--- src/rtl/waveform_analyzer_pkg.sv ---
// waveform_pkg: shape codes, FSM state type and default thresholds for waveform_analyzer
package waveform_pkg;
    localparam logic [1:0] SHAPE_SQUARE   = 2'b00;
    localparam logic [1:0] SHAPE_TRIANGLE = 2'b01;
    localparam logic [1:0] SHAPE_OTHER    = 2'b10;
    localparam logic [1:0] SHAPE_UNKNOWN  = 2'b11;
    localparam int         DEF_CNT_W      = 12;
    localparam logic [7:0] DEF_MID_TH     = 8'd64;
    localparam logic [7:0] DEF_LO_TH      = 8'd16;
    localparam logic [7:0] DEF_HI_TH      = 8'd240;
    localparam logic [7:0] DEF_SLOPE_MAX  = 8'd2;
    localparam logic [7:0] DEF_MIN_SWING  = 8'd32;
    typedef enum logic [1:0] {IDLE, ARM, MEASURE} state_t;
endpackage

--- src/rtl/waveform_analyzer_if.sv ---
// waveform_analyzer_if: sample stream in, per-period measurements out
// master: sample source / result consumer; slave: the analyzer
interface waveform_analyzer_if #(parameter int CNT_W = 12);
    logic [7:0]       sample_in;
    logic             sample_valid;
    logic             meas_valid;
    logic [CNT_W-1:0] period;
    logic [7:0]       peak_max;
    logic [7:0]       peak_min;
    logic [1:0]       shape;
    logic             locked;
    logic             timeout;
    modport master(output sample_in, sample_valid,
                   input meas_valid, period, peak_max, peak_min, shape, locked, timeout);
    modport slave(input sample_in, sample_valid,
                  output meas_valid, period, peak_max, peak_min, shape, locked, timeout);
endinterface

--- src/rtl/waveform_analyzer_classifier.sv ---
// wave_shape_classifier: per-period shape flags and shape decode
// i_start restarts flags with i_sample, i_update folds i_sample in; o_shape decodes the
// accumulated flags against the period swing i_max-i_min (combinational, latched by the top)
module wave_shape_classifier
    import waveform_pkg::*;
#(
    parameter logic [7:0] LO_TH     = DEF_LO_TH,
    parameter logic [7:0] HI_TH     = DEF_HI_TH,
    parameter logic [7:0] SLOPE_MAX = DEF_SLOPE_MAX,
    parameter logic [7:0] MIN_SWING = DEF_MIN_SWING
) (
    input  logic       clk,
    input  logic       rst,
    input  logic       i_start,
    input  logic       i_update,
    input  logic [7:0] i_sample,
    input  logic [7:0] i_prev,
    input  logic [7:0] i_max,
    input  logic [7:0] i_min,
    output logic [1:0] o_shape
);
    logic       r_rail_ok, r_saw_lo, r_saw_hi, r_slope_ok;
    logic [8:0] w_delta;
    logic       w_lo, w_hi, w_slope;
    logic [7:0] w_swing;
    always_comb begin
        w_delta = (i_sample >= i_prev) ? {1'b0, i_sample} - {1'b0, i_prev}
                                       : {1'b0, i_prev} - {1'b0, i_sample};
        w_lo    = i_sample <= LO_TH;
        w_hi    = i_sample >= HI_TH;
        w_slope = w_delta <= {1'b0, SLOPE_MAX};
        w_swing = i_max - i_min;
        o_shape = (w_swing < MIN_SWING)               ? SHAPE_UNKNOWN  :
                  (r_rail_ok && r_saw_lo && r_saw_hi) ? SHAPE_SQUARE   :
                  r_slope_ok                          ? SHAPE_TRIANGLE : SHAPE_OTHER;
    end
    always_ff @(posedge clk) begin
        if (rst) begin
            r_rail_ok  <= 1'b1;
            r_saw_lo   <= 1'b0;
            r_saw_hi   <= 1'b0;
            r_slope_ok <= 1'b1;
        end else if (i_start) begin
            r_rail_ok  <= w_lo | w_hi;
            r_saw_lo   <= w_lo;
            r_saw_hi   <= w_hi;
            r_slope_ok <= w_slope;
        end else if (i_update) begin
            r_rail_ok  <= r_rail_ok & (w_lo | w_hi);
            r_saw_lo   <= r_saw_lo | w_lo;
            r_saw_hi   <= r_saw_hi | w_hi;
            r_slope_ok <= r_slope_ok & w_slope;
        end
    end
endmodule

--- src/rtl/waveform_analyzer.sv ---
// waveform_analyzer: per-period length, min/max and shape of an 8-bit sample stream
// clk, rst (sync, active high); bus (slave): sample_in/sample_valid in,
// meas_valid/period/peak_max/peak_min/shape/locked/timeout out, all registered.
// Shape classification is built only with WAVEFORM_ANALYZER_CLASSIFY_EN; otherwise shape stays 2'b11.
module waveform_analyzer
    import waveform_pkg::*;
#(
    parameter int         CNT_W     = DEF_CNT_W,
    parameter logic [7:0] MID_TH    = DEF_MID_TH,
    parameter logic [7:0] LO_TH     = DEF_LO_TH,
    parameter logic [7:0] HI_TH     = DEF_HI_TH,
    parameter logic [7:0] SLOPE_MAX = DEF_SLOPE_MAX,
    parameter logic [7:0] MIN_SWING = DEF_MIN_SWING
) (
    input logic               clk,
    input logic               rst,
    waveform_analyzer_if.slave bus
);
    state_t           r_state;
    logic [7:0]       r_prev, r_max, r_min;
    logic [CNT_W-1:0] r_cnt;
    logic             w_cross, w_start, w_update, w_sat;
    logic [1:0]       w_shape;
    always_comb begin
        w_cross  = bus.sample_valid && bus.sample_in >= MID_TH && r_prev < MID_TH;
        w_start  = w_cross && r_state != IDLE;
        w_update = bus.sample_valid && !w_cross && r_state == MEASURE;
        // the sample about to arrive would make the count all-ones
        w_sat    = r_cnt == {{(CNT_W-1){1'b1}}, 1'b0};
    end
`ifdef WAVEFORM_ANALYZER_CLASSIFY_EN
    wave_shape_classifier #(
        .LO_TH(LO_TH), .HI_TH(HI_TH), .SLOPE_MAX(SLOPE_MAX), .MIN_SWING(MIN_SWING)
    ) u_cls (
        .clk(clk), .rst(rst), .i_start(w_start), .i_update(w_update),
        .i_sample(bus.sample_in), .i_prev(r_prev), .i_max(r_max), .i_min(r_min),
        .o_shape(w_shape)
    );
`else
    assign w_shape = SHAPE_UNKNOWN;
`endif
    always_ff @(posedge clk) begin
        if (rst) begin
            r_state        <= IDLE;
            r_prev         <= 8'd0;
            r_cnt          <= '0;
            r_max          <= 8'd0;
            r_min          <= 8'hFF;
            bus.meas_valid <= 1'b0;
            bus.timeout    <= 1'b0;
            bus.locked     <= 1'b0;
            bus.period     <= '0;
            bus.peak_max   <= 8'd0;
            bus.peak_min   <= 8'hFF;
            bus.shape      <= SHAPE_UNKNOWN;
        end else begin
            bus.meas_valid <= 1'b0;
            bus.timeout    <= 1'b0;
            if (bus.sample_valid) begin
                r_prev <= bus.sample_in;
                if (r_state == IDLE) begin
                    r_state <= ARM;
                end else if (w_start) begin
                    // closing crossing publishes, then opens the next period
                    if (r_state == MEASURE) begin
                        bus.period     <= r_cnt;
                        bus.peak_max   <= r_max;
                        bus.peak_min   <= r_min;
                        bus.shape      <= w_shape;
                        bus.meas_valid <= 1'b1;
                        bus.locked     <= 1'b1;
                    end
                    r_state <= MEASURE;
                    r_cnt   <= CNT_W'(1);
                    r_max   <= bus.sample_in;
                    r_min   <= bus.sample_in;
                end else if (r_state == MEASURE) begin
                    if (w_sat) begin
                        bus.timeout <= 1'b1;
                        bus.locked  <= 1'b0;
                        r_state     <= ARM;
                    end
                    r_cnt <= r_cnt + CNT_W'(1);
                    r_max <= (bus.sample_in > r_max) ? bus.sample_in : r_max;
                    r_min <= (bus.sample_in < r_min) ? bus.sample_in : r_min;
                end
            end
        end
    end
endmodule

--- src/flat_wrapper.sv ---
// flat-port wrapper written by rule: the top's interface ports become plain ports
module waveform_analyzer_flat import waveform_pkg::*;
#(
    parameter int         CNT_W     = DEF_CNT_W,
    parameter logic [7:0] MID_TH    = DEF_MID_TH,
    parameter logic [7:0] LO_TH     = DEF_LO_TH,
    parameter logic [7:0] HI_TH     = DEF_HI_TH,
    parameter logic [7:0] SLOPE_MAX = DEF_SLOPE_MAX,
    parameter logic [7:0] MIN_SWING = DEF_MIN_SWING
)
  (clk, rst, bus_sample_in, bus_sample_valid, bus_meas_valid, bus_period, bus_peak_max, bus_peak_min, bus_shape, bus_locked, bus_timeout);
  waveform_analyzer_if #(.CNT_W(CNT_W)) bus_i ();
  input logic clk;
  input logic rst;
  input wire logic [$bits(bus_i.sample_in)-1:0] bus_sample_in;
  input wire logic [$bits(bus_i.sample_valid)-1:0] bus_sample_valid;
  output wire logic [$bits(bus_i.meas_valid)-1:0] bus_meas_valid;
  output wire logic [$bits(bus_i.period)-1:0] bus_period;
  output wire logic [$bits(bus_i.peak_max)-1:0] bus_peak_max;
  output wire logic [$bits(bus_i.peak_min)-1:0] bus_peak_min;
  output wire logic [$bits(bus_i.shape)-1:0] bus_shape;
  output wire logic [$bits(bus_i.locked)-1:0] bus_locked;
  output wire logic [$bits(bus_i.timeout)-1:0] bus_timeout;
  assign bus_i.sample_in = bus_sample_in;
  assign bus_i.sample_valid = bus_sample_valid;
  assign bus_meas_valid = bus_i.meas_valid;
  assign bus_period = bus_i.period;
  assign bus_peak_max = bus_i.peak_max;
  assign bus_peak_min = bus_i.peak_min;
  assign bus_shape = bus_i.shape;
  assign bus_locked = bus_i.locked;
  assign bus_timeout = bus_i.timeout;
  waveform_analyzer #(.CNT_W(CNT_W), .MID_TH(MID_TH), .LO_TH(LO_TH), .HI_TH(HI_TH), .SLOPE_MAX(SLOPE_MAX), .MIN_SWING(MIN_SWING)) u_core (.clk(clk), .rst(rst), .bus(bus_i));
endmodule
--- config.mk ---
export PLATFORM = sky130hd
export DESIGN_NAME = waveform_analyzer_flat
export DESIGN_NICKNAME = d
export VERILOG_FILES = /design/src/rtl/waveform_analyzer_pkg.sv /design/src/rtl/waveform_analyzer_if.sv /design/src/rtl/waveform_analyzer_classifier.sv /design/src/rtl/waveform_analyzer.sv /design/src/flat_wrapper.sv
export SDC_FILE = /design/constraint.sdc
export NUM_CORES = 1
export LEC_CHECK = 0
export ABC_AREA = 1
export BUFFER_PORTS_ARGS = -buffer_cell sky130_fd_sc_hd__buf_2
export CORE_ASPECT_RATIO = 2
export CORE_MARGIN = 1
export CORE_UTILIZATION = 25
export DETAILED_ROUTE_END_ITERATION = 8
export GPL_TIMING_DRIVEN = 0
export MAX_ROUTING_LAYER = met4
export PLACE_DENSITY = 0.44
export SLEW_MARGIN = 30
export SYNTH_ARGS = -nofsm -noshare
export SYNTH_HDL_FRONTEND = slang
export SYNTH_SLANG_ARGS = --single-unit
--- constraint.sdc ---
create_clock -name clk -period 1.4 [get_ports clk]
set_input_delay 0.07 -clock clk [delete_from_list [all_inputs] [get_ports clk]]
set_output_delay 0.07 -clock clk [all_outputs]
set_load 0.1 [all_outputs]
==> results of run 1 <==
-- timing repair --
item | in CTS | in global routing
hold buffers | 1 | 0
setup buffers | 14 | 9
endpoints found under the hold margin | 1 | 0
setup endpoints to repair | 45 | 53
resized for setup | 46 | 39
cloned | 1 | 2
pin swaps | 24 | 14
-- how the worst max path moves through the flow --
| stage | from | to | cells after the start |
|---|---|---|---|
| 2_1_floorplan | u_core.r_max[5] | u_core.r_max[1] | 10 |
| 3_5_place_dp | u_core.r_max[6] | u_core.r_max[6] | 12 |
| 6_report | u_core.r_max[7] | u_core.r_max[3] | 10 |
| 5_1_grt | u_core.r_max[7] | u_core.r_max[5] | 11 |
| 4_1_cts | u_core.r_max[5] | u_core.r_max[6] | 12 |
| 3_3_place_gp | u_core.r_max[6] | u_core.r_max[6] | 12 |
-- area by class of cell --
class | instances | share of cell area
timing repair buffer | 67 | 0.107
buffer | 16 | 0.0341
multi-input combinational | 260 | 0.403
timing repair inverter | 1 | 0.00143
clock buffer | 12 | 0.0610
clock inverter | 3 | 0.0149
sequential | 63 | 0.294
inverter | 47 | 0.0438
tap | 145 | 0.0415
-- sequential cells by signal, summed over array words and instances, names as in the netlist --
signal,cells
u_core.r_max,8
u_core.r_state,2
u_core.bus.locked,1
u_core.r_cnt,12
u_core.bus.peak_max,8
u_core.r_prev,2
u_core.bus.peak_min,8
u_core.r_min,8
u_core.bus.timeout,1
u_core.bus.meas_valid,1
u_core.bus.period,12
-- through the flow --
| stage | total power, mW | area [µm²] | instances | TNS, ns | worst slack, ns |
|---|---|---|---|---|---|
| 4_1_cts | 5.73 | 4140 | 603 | -2.30 | -0.175 |
| 5_1_grt | 6.08 | 4370 | 614 | -4.05 | -0.275 |
| 2_1_floorplan | 2.73 | 3090 | 386 | -0.819 | -0.0687 |
| 3_5_place_dp | 2.95 | 3480 | 572 | -6.73 | -0.363 |
| 3_3_place_gp | 2.94 | 3480 | 572 | -6.41 | -0.360 |
| 6_report | 5.83 | 4370 | 614 | -2.41 | -0.186 |
-- logic make-up after synthesis --
family	count (synthesis)	share of synthesized area
simple gates	166	0.251
compound gates	73	0.145
buf+inv	63	0.102
flops	63	0.424
fa+ha+maj	17	0.0715
xor+xnor	2	0.00589
other cells	1	0.00126
-- cells in the final DEF (no fill, tap or decap), drive strengths merged, types with 5 or more instances in the layout --
cell    instances
o211ai          7
nand3          29
buf            77
ha             17
clkbuf         17
nor2           28
dfxtp          63
nand2         100
a21oi          41
nor3            5
inv            48
o21ai          19
-- metal layers --
layer / vias up / GRT usage / part of all wire
li1: 1405 / - / -
met4: 0 / 0.0693 / 0.029
met3: 16 / 0.0292 / 0.021
met1: 1281 / 0.140 / 0.36
met5: - / - / 0
met2: 38 / 0.295 / 0.59
-- critical path, stage by stage, from the launching register on --
cell	delay, ns
dfxtp_2	0.34
inv_2	0.05
ha_4	0.22
a21o_1	0.16
nor2_2	0.14
nand2_1	0.08
nand2_2	0.09
nand2_4	0.09
buf_16	0.15
a21oi_2	0.11
nor2_1	0.05
-- power by group through the flow --
stage | combinational [mW] | sequential, mW | clock (mW)
2_1_floorplan | 0.676 | 2.05 | 0
3_3_place_gp | 0.944 | 2.00 | 0
5_1_grt | 1.52 | 1.98 | 2.58
4_1_cts | 1.25 | 1.96 | 2.52
6_report | 1.39 | 1.97 | 2.48
3_5_place_dp | 0.958 | 2.00 | 0
==> results.md, run 1 <==
* Max-Cap Viols at 0
* NumNets Final at 493
* Clock power share at 0.425
* Status: finished with violations
* Post-Syn Area at 0.00298 mm²
* Final Setup Violations at 16
* Fin crit share at 1.13
* Vias per Instance at 4.46
* FILL cells at 1259
* Sequential element share of the synthesized area at 0.424
* FFs w/ async S/R, synth at 0
* Worst skew pair latency at 0.33 ns
* Vias in the first global route at 2678
* GRT Util Overall at 0.153
* Top cells by area, synth: dfxtp_1, nand2_1, ha_1
* CP Launch Type: register
* H-tree levels at 3
* TritonCTS buffer count at 9
* Core ar. at 0.0116 mm²
* Gr ovfl total at 0
* Power Dens Cells at 1330 mW/mm²
* TritonRoute pass-1 iters at 4
* Routed vias at 2740
* First-pass GRT wire length at 13500 µm
* Initial core utilization at 0.256
* Reg clk slew, reported paths at 0.06 ns
* RSZ-0062 raised after global routing: yes
* Area growth from synthesis to layout at 46.8%
* Core Util, Final at 0.376
* Setup Skew at 0.00626 ns
* Max IR drop VDD at 0.000574 V
* Worst setup EP type: register
* Drt drc at 0
* Routed wire per std cell at 14.6 µm
* Multi-input combinational cell area at 0.00176 mm²
* Fraction of layout cells with a size suffix above 1 at 0.426
* Cell count of the worst hold path at 3
* Yosys top cell area share at 0.424
* Most frequent cell after synthesis: nand2_1
* Number of synthesis warnings at 0
* Top FF cell, synth: dfxtp_1
* Comb pwr share at 0.238
* Post-synthesis cell count at 385
* Commonest cells post-synth: nand2_1, dfxtp_1, inv_1
* Internal power at 4.19 mW
* # rows at 56
* Max Slew Vio Count at 0
* Leakage at 1.97 nW
* Chip height at 156 µm
* Final hold vios at 0
* Post-synthesis average cell area at 7.73 µm²
* Sequential cell area at 0.00128 mm²
* IO buf count at 41
* Largest net degree at the start of global routing at 11
* Failing checks: setup timing
* CTS Root Cell: clkbuf_16
* Max Freq at 631 MHz
* Maximum root-to-sink buffer count at 2
* Synthesized flop and latch total at 63
* Routed Antenna Nets at 0
* Tmin final at 1.59 ns
* Worst-Margin Slew at 0.568 ns
* Worst-case reg-to-reg path depth at 10
* Max FO, Critical Path at 5
* Ant. Diodes at 0
* GP Congestion at 0.817
* Hold WC Path Type: in2reg
* DRT iter0 DRCs at 90
* Synth area leader: dfxtp_1
* Critical Path AT at 1.81 ns
* Antenna violations before repair at 0
* Reg2Reg Setup Slack at -0.19 ns
* Req. time, crit path at 1.62 ns
* Relative slew slack at 0.621
* Clock sinks at 63
* Worst Hold End: u_core.r_min[0]
* Dpl hpwl at 6540 µm
* Drt total wl at 8940 µm
* Worst Hold Launch: bus_sample_in[0]
* IO Count at 44
* DIE AREA at 0.0124 mm²
* Reg-to-Reg Start: u_core.r_max[7]
* Setup CP Type: reg2reg
* PnR worst setup slack at -0.186 ns
* Reg2reg end: u_core.r_max[3]
* Net Sw Frac at 0.281
* Switching power of the nets at 1.64 mW
* DIE WIDTH at 79.2 µm
* WHS at 0.0133 ns
* Seq pwr share at 0.337
* Number of synthesized flops with an enable pin at 0
* CTS tree: yes
* Count of cell types in the netlist at 35
Power figures use the tool's default switching activity.
==> run 2, diff against run 1 <==
CTS_BUF_LIST = sky130_fd_sc_hd__clkbuf_16   (was default)
==> run 2 against run 1 <==
The flow still finishes with violations (setup timing). Highest routed layer unchanged. Core utilization decreased by 0.52 points. Global-route usage shrank 0.076 points. Clock skew decreased by 0.0010 ns. Cell area fell by 1.4%. Sequential cell count stayed put. Sequential power hardly changed. Via count decreased by 0.44%. Count of clock-buffer cells in the layout down 3. Sequential share of layout area increased by 0.41 points.
==> results.md, run 2 (synthesis results as in run 1) <==
* Max-Cap Viols at 0
* GRT Util Overall at 0.152
* Place WS at -0.363 ns
* Worst Hold End: u_core.r_min[0]
* RSZ-0062 raised after global routing: yes
* Power Dens Cells at 1310 mW/mm²
* FILL cells at 1262
* Gr ovfl total at 0
* Leakage at 1.96 nW
* Clock sinks at 63
* Top flop regs: u_core.bus.period (12), u_core.r_cnt (12)
* Chip height at 156 µm
* Worst-case reg-to-reg path depth at 12
* Critical path's slowest cell: dfxtp_2
* Routed vias at 2728
* Fraction of layout cells with a size suffix above 1 at 0.409
* Worst Hold Launch: bus_sample_in[0]
* DIE WIDTH at 79.2 µm
* Worst skew pair latency at 0.33 ns
* Max FO, Critical Path at 5
* Largest net degree at the start of global routing at 11
* Dpl hpwl at 6540 µm
* Reg2reg end: u_core.r_max[7]
* Sequential cell area at 0.00128 mm²
* Placed cell count at 572
* CTS tree: yes
* Drt total wl at 8940 µm
* CP top delay family: simple AND/OR/NAND/NOR gates
* NumNets Final at 494
* Setup Skew at 0.00522 ns
* Initial core utilization at 0.256
* Cell count of the worst hold path at 3
* GP Congestion at 0.817
* Worst-Margin Slew at 0.574 ns
* Final Setup Violations at 16
* Failing checks: setup timing
* Worst setup EP type: register
* Reg clk slew, reported paths at 0.05 ns
* CP Buf/Inv Count at 2
* Multi-input combinational cell area at 0.00172 mm²
* Reg2Reg Setup Slack at -0.18 ns
* CTS Root Cell: clkbuf_16
* Vias per Instance at 4.44
* IO buf count at 41
* Setup CP Type: reg2reg
* Max stage delay on crit path at 0.33 ns
* DIE AREA at 0.0124 mm²
* Tmin final at 1.58 ns
* Final Non-Filler Cells at 615
* Antenna violations before repair at 0
* Reg-to-Reg Start: u_core.r_max[5]
* TritonRoute pass-1 iters at 4
* Total power draw at 5.63 mW
* Ant. Diodes at 0
* Routed wire per std cell at 14.5 µm
* Fin crit share at 1.13
* TritonCTS buffer count at 9
* Routed Antenna Nets at 0
* Drt drc at 0
* Dpl cell area at 0.00348 mm²
* # rows at 56
* First-pass GRT wire length at 13400 µm
* Max IR drop VDD at 0.000555 V
* Hold WC Path Type: in2reg
* CP Launch Type: register
* WHS at 0.0173 ns
* Final hold vios at 0
* Most common cell on crit path: nand2_1
* CP Cell Sequence: inv_2, ha_4, nand2_2, nor2_4, nand2_1, nand2_1, nand2_2, nand2_4, buf_16, nand3_2, nand2_1, nor2_1
* Most frequent cells in the layout: nand2_1, dfxtp_1, buf_2
* IO Count at 44
* Maximum root-to-sink buffer count at 2
* Fin area at 0.00431 mm²
* H-tree levels at 3
* Max Freq at 631 MHz
* Req. time, crit path at 1.62 ns
* Status: finished with violations
* Vias in the first global route at 2665
* Area growth from synthesis to layout at 44.8%
* Max Slew Vio Count at 0
* Relative slew slack at 0.617
* Critical Path AT at 1.80 ns
* Core ar. at 0.0116 mm²
* PnR worst setup slack at -0.184 ns
* DRT iter0 DRCs at 65
* Most common cell after layout, fill and taps aside: nand2_1
[run 2: cell types whose count changed in the layout (fill, tap and decap cells not counted), sizes merged]
cell    before  now
clkbuf      17   14
buf         77   78
clkinv       1    4
[run 2: repair_timing]
item                       4_1_cts  5_1_grt
pin swaps                       20       12
hold endpoints to repair         1        0
resized for setup               44       34
hold buffers                     1        0
setup endpoints to repair       45       53
cloned                           1        2
buffers inserted                14       10
[run 2: worst register-to-register path, stage by stage (launching register included)]
cell     delay (ns)
dfxtp_2        0.33
inv_2          0.05
ha_4           0.27
nand2_2        0.06
nor2_4         0.14
nand2_1        0.07
nand2_1        0.07
nand2_2        0.07
nand2_4        0.12
buf_16         0.14
nand3_2        0.06
nand2_1        0.06
nor2_1         0.04
[run 2: worst max path at each step]
stage / endpoint / startpoint / cells after the start
floorplan: u_core.r_max[1] / u_core.r_max[5] / 10
global placement: u_core.r_max[6] / u_core.r_max[6] / 12
detailed placement: u_core.r_max[6] / u_core.r_max[6] / 12
CTS: u_core.r_max[6] / u_core.r_max[5] / 12
global route: u_core.r_max[2] / u_core.r_max[5] / 12
finish: u_core.r_max[7] / u_core.r_max[5] / 12
[run 2: where the power goes]
group | switching [mW] | internal, mW | total (mW)
logic | 0.772 | 0.596 | 1.37
registers | 0.0639 | 1.90 | 1.97
clock network | 0.775 | 1.52 | 2.30
[run 2: per-stage QoR]
step                       util  setup TNS [ns]
after floorplan               -          -0.819
after global placement    0.299           -6.41
after detailed placement  0.299           -6.73
after CTS                 0.352           -2.26
after global routing      0.371           -4.04
final                     0.371           -2.22
[run 2: final cells by class]
type | count | share of cell area
clock buffers | 9 | 0.0522
flip-flops and latches | 63 | 0.298
inverters | 47 | 0.0444
plain buffers | 16 | 0.0345
repair buffers | 68 | 0.110
clock inverters | 6 | 0.0177
multi-input cells | 260 | 0.399
well taps | 145 | 0.0421
repair inverters | 1 | 0.00145
[run 2: metal layers]
metal / vias to the layer above / track usage / share of wire
met4: 0 / 0.0719 / 0.030
met1: 1263 / 0.140 / 0.36
met2: 42 / 0.293 / 0.59
met5: - / - / 0
li1: 1405 / - / -
met3: 18 / 0.0257 / 0.020
==> run 3, diff against run 2 <==
CTS_BUF_LIST = sky130_fd_sc_hd__clkbuf_8   (was sky130_fd_sc_hd__clkbuf_16)
RECOVER_POWER = 100   (was default)
==> run 3 against run 2 <==
The run still ends with setup timing left. Setup slack improved by 0.012 ns. Via count decreased by 0.33%. Combinational power about the same. Worst hold slack improved by 0.0086 ns. Critical path type unchanged. Critical endpoint is now u_core.r_max[4]. Largest cell class unchanged. Largest power group is now sequential cells.
==> results.md, run 3 (synthesis results as in run 1) <==
* Place WS at -0.363 ns
* WL met2 at 5180 µm
* Tmin final at 1.57 ns
* Most frequent cells in the layout: nand2_1, dfxtp_1, inv_1, clkbuf_2
* DIE WIDTH at 79.2 µm
* Routed vias at 2719
* Maximum root-to-sink buffer count at 2
* Reg clk slew, reported paths at 0.07 ns
* CP Launch Type: register
* Ant. Diodes at 0
* Gr ovfl total at 0
* Max IR drop VDD at 0.000430 V
* Final Non-Filler Cells at 612
* Placed cell count at 572
* Relative slew slack at 0.636
* GRT Util Overall at 0.153
* Routed wire per std cell at 14.3 µm
* Setup TNS at -2.36 ns
* CTS Root Cell: clkbuf_8
* Final Setup Violations at 17
* Sequential cell area at 0.00128 mm²
* Reg-to-Reg Start: u_core.r_max[7]
* DRT iter0 DRCs at 86
* Most common cell after layout, fill and taps aside: nand2_1
* Met3 WL at 174 µm
* Worst Hold Launch: bus_sample_in[2]
* IO Count at 44
* Multi-input combinational cell area at 0.00170 mm²
* First-pass GRT wire length at 13500 µm
* Antenna violations before repair at 0
* Fraction of layout cells with a size suffix above 1 at 0.398
* Vias in the first global route at 2667
* Most common cell on crit path: nand2_4
* Status: finished with violations
* Dpl hpwl at 6540 µm
* H-tree levels at 3
* Fin crit share at 1.12
* Hold WC Path Type: in2reg
* Req. time, crit path at 1.65 ns
* Drt drc at 0
* Routed Antenna Nets at 0
* Worst setup EP type: register
* Critical Path AT at 1.82 ns
* Chip height at 156 µm
* CP Cell Sequence: inv_2, ha_4, nand2_4, nor2_4, nand4_1, nand2_2, nand2_4, buf_16, a21oi_4, nor2_1
* Setup Skew at 0.00990 ns
* Largest net degree at the start of global routing at 11
* Wl on met1 at 3180 µm
* FILL cells at 1276
* Max FO, Critical Path at 5
* Drt total wl at 8770 µm
* Vias per Instance at 4.44
* Power Dens Cells at 1230 mW/mm²
* Worst-case reg-to-reg path depth at 10
* RSZ-0062 raised after global routing: yes
* TritonCTS buffer count at 9
* Worst skew pair latency at 0.35 ns
* Top Layer Used: met4
* Cell count of the worst hold path at 3
* Initial core utilization at 0.256
* Core ar. at 0.0116 mm²
* CTS tree: yes
* Max Freq at 636 MHz
* TritonRoute pass-1 iters at 4
* Clock sinks at 63
* Leakage at 1.90 nW
* Failing checks: setup timing
* # rows at 56
* IO buf count at 41
* Max Slew Vio Count at 0
* NumNets Final at 491
* Area growth from synthesis to layout at 40.5%
* Critical path's slowest cell: dfxtp_2
* Setup CP Type: reg2reg
* Fin area at 0.00418 mm²
* Max stage delay on crit path at 0.34 ns
* PnR worst setup slack at -0.171 ns
* Max-Cap Viols at 0
* GP Congestion at 0.817
* Reg2reg end: u_core.r_max[4]
* Top flop regs: u_core.bus.period (12), u_core.r_cnt (12)
* DIE AREA at 0.0124 mm²
* Worst Hold End: u_core.r_min[2]
* Core Util, Final at 0.360
* Dpl cell area at 0.00348 mm²
* Final hold vios at 0
* Reg2Reg Setup Slack at -0.17 ns
* Worst-Margin Slew at 0.549 ns
==> run 3: cell count changes in the layout (fill, tap and decap cells not counted), sizes merged <==
cell,delta
clkinv,-3
clkbuf,+37
inv,-1
buf,-37
dlygate4sd3,+1
==> run 3: cell type report <==
type	count	share of cell area
Multi-Input combinational cell	260	0.407
Sequential cell	63	0.307
Timing Repair Buffer	66	0.110
Inverter	47	0.0440
Tap cell	145	0.0434
Clock buffer	12	0.0395
Buffer	16	0.0335
Clock inverter	3	0.0156
==> run 3: worst max-delay path by stage <==
stage                     from         endpoint  slack [ns]  cells after the start
2_1_floorplan  u_core.r_max[5]  u_core.r_max[1]       -0.07                     10
3_3_place_gp   u_core.r_max[6]  u_core.r_max[6]       -0.36                     12
3_5_place_dp   u_core.r_max[6]  u_core.r_max[6]       -0.36                     12
4_1_cts        u_core.r_max[5]  u_core.r_max[6]       -0.17                     12
5_1_grt        u_core.r_max[7]  u_core.r_max[2]       -0.27                     12
6_report       u_core.r_max[7]  u_core.r_max[4]       -0.17                     10
==> run 3: through the flow <==
step	hold slack, ns	power (mW)
CTS	0.0105	5.11
finish	0.0259	5.14
detailed placement	0.285	2.95
global route	0.0419	5.40
floorplan	0.148	2.73
global placement	0.281	2.94
==> run 3: critical path: cells and delay by family (launching register included) <==
kind	cells	cell delay, ns
AOI/OAI and AO/OA	1	0.10
adders and majority gates	1	0.28
buffers and inverters	2	0.20
DFF	1	0.34
and+or+nand+nor	6	0.55
==> run 3: power by group <==
group / switching, mW / internal (mW)
logic: 0.759 / 0.580
registers: 0.0629 / 1.90
clock network: 0.709 / 1.14
==> run 3: repair_timing <==
action	in CTS	in global routing
buffers inserted	16	5
pin swaps	24	8
gates resized for setup	46	32
hold buffers	2	0
hold endpoints to repair	2	0
gates cloned	1	1
setup endpoints to repair	46	57
==> run 3: layer usage <==
layer,vias up,track usage
met2,38,0.296
met4,0,0.0753
li1,1394,-
met5,-,-
met3,16,0.0222
met1,1271,0.141
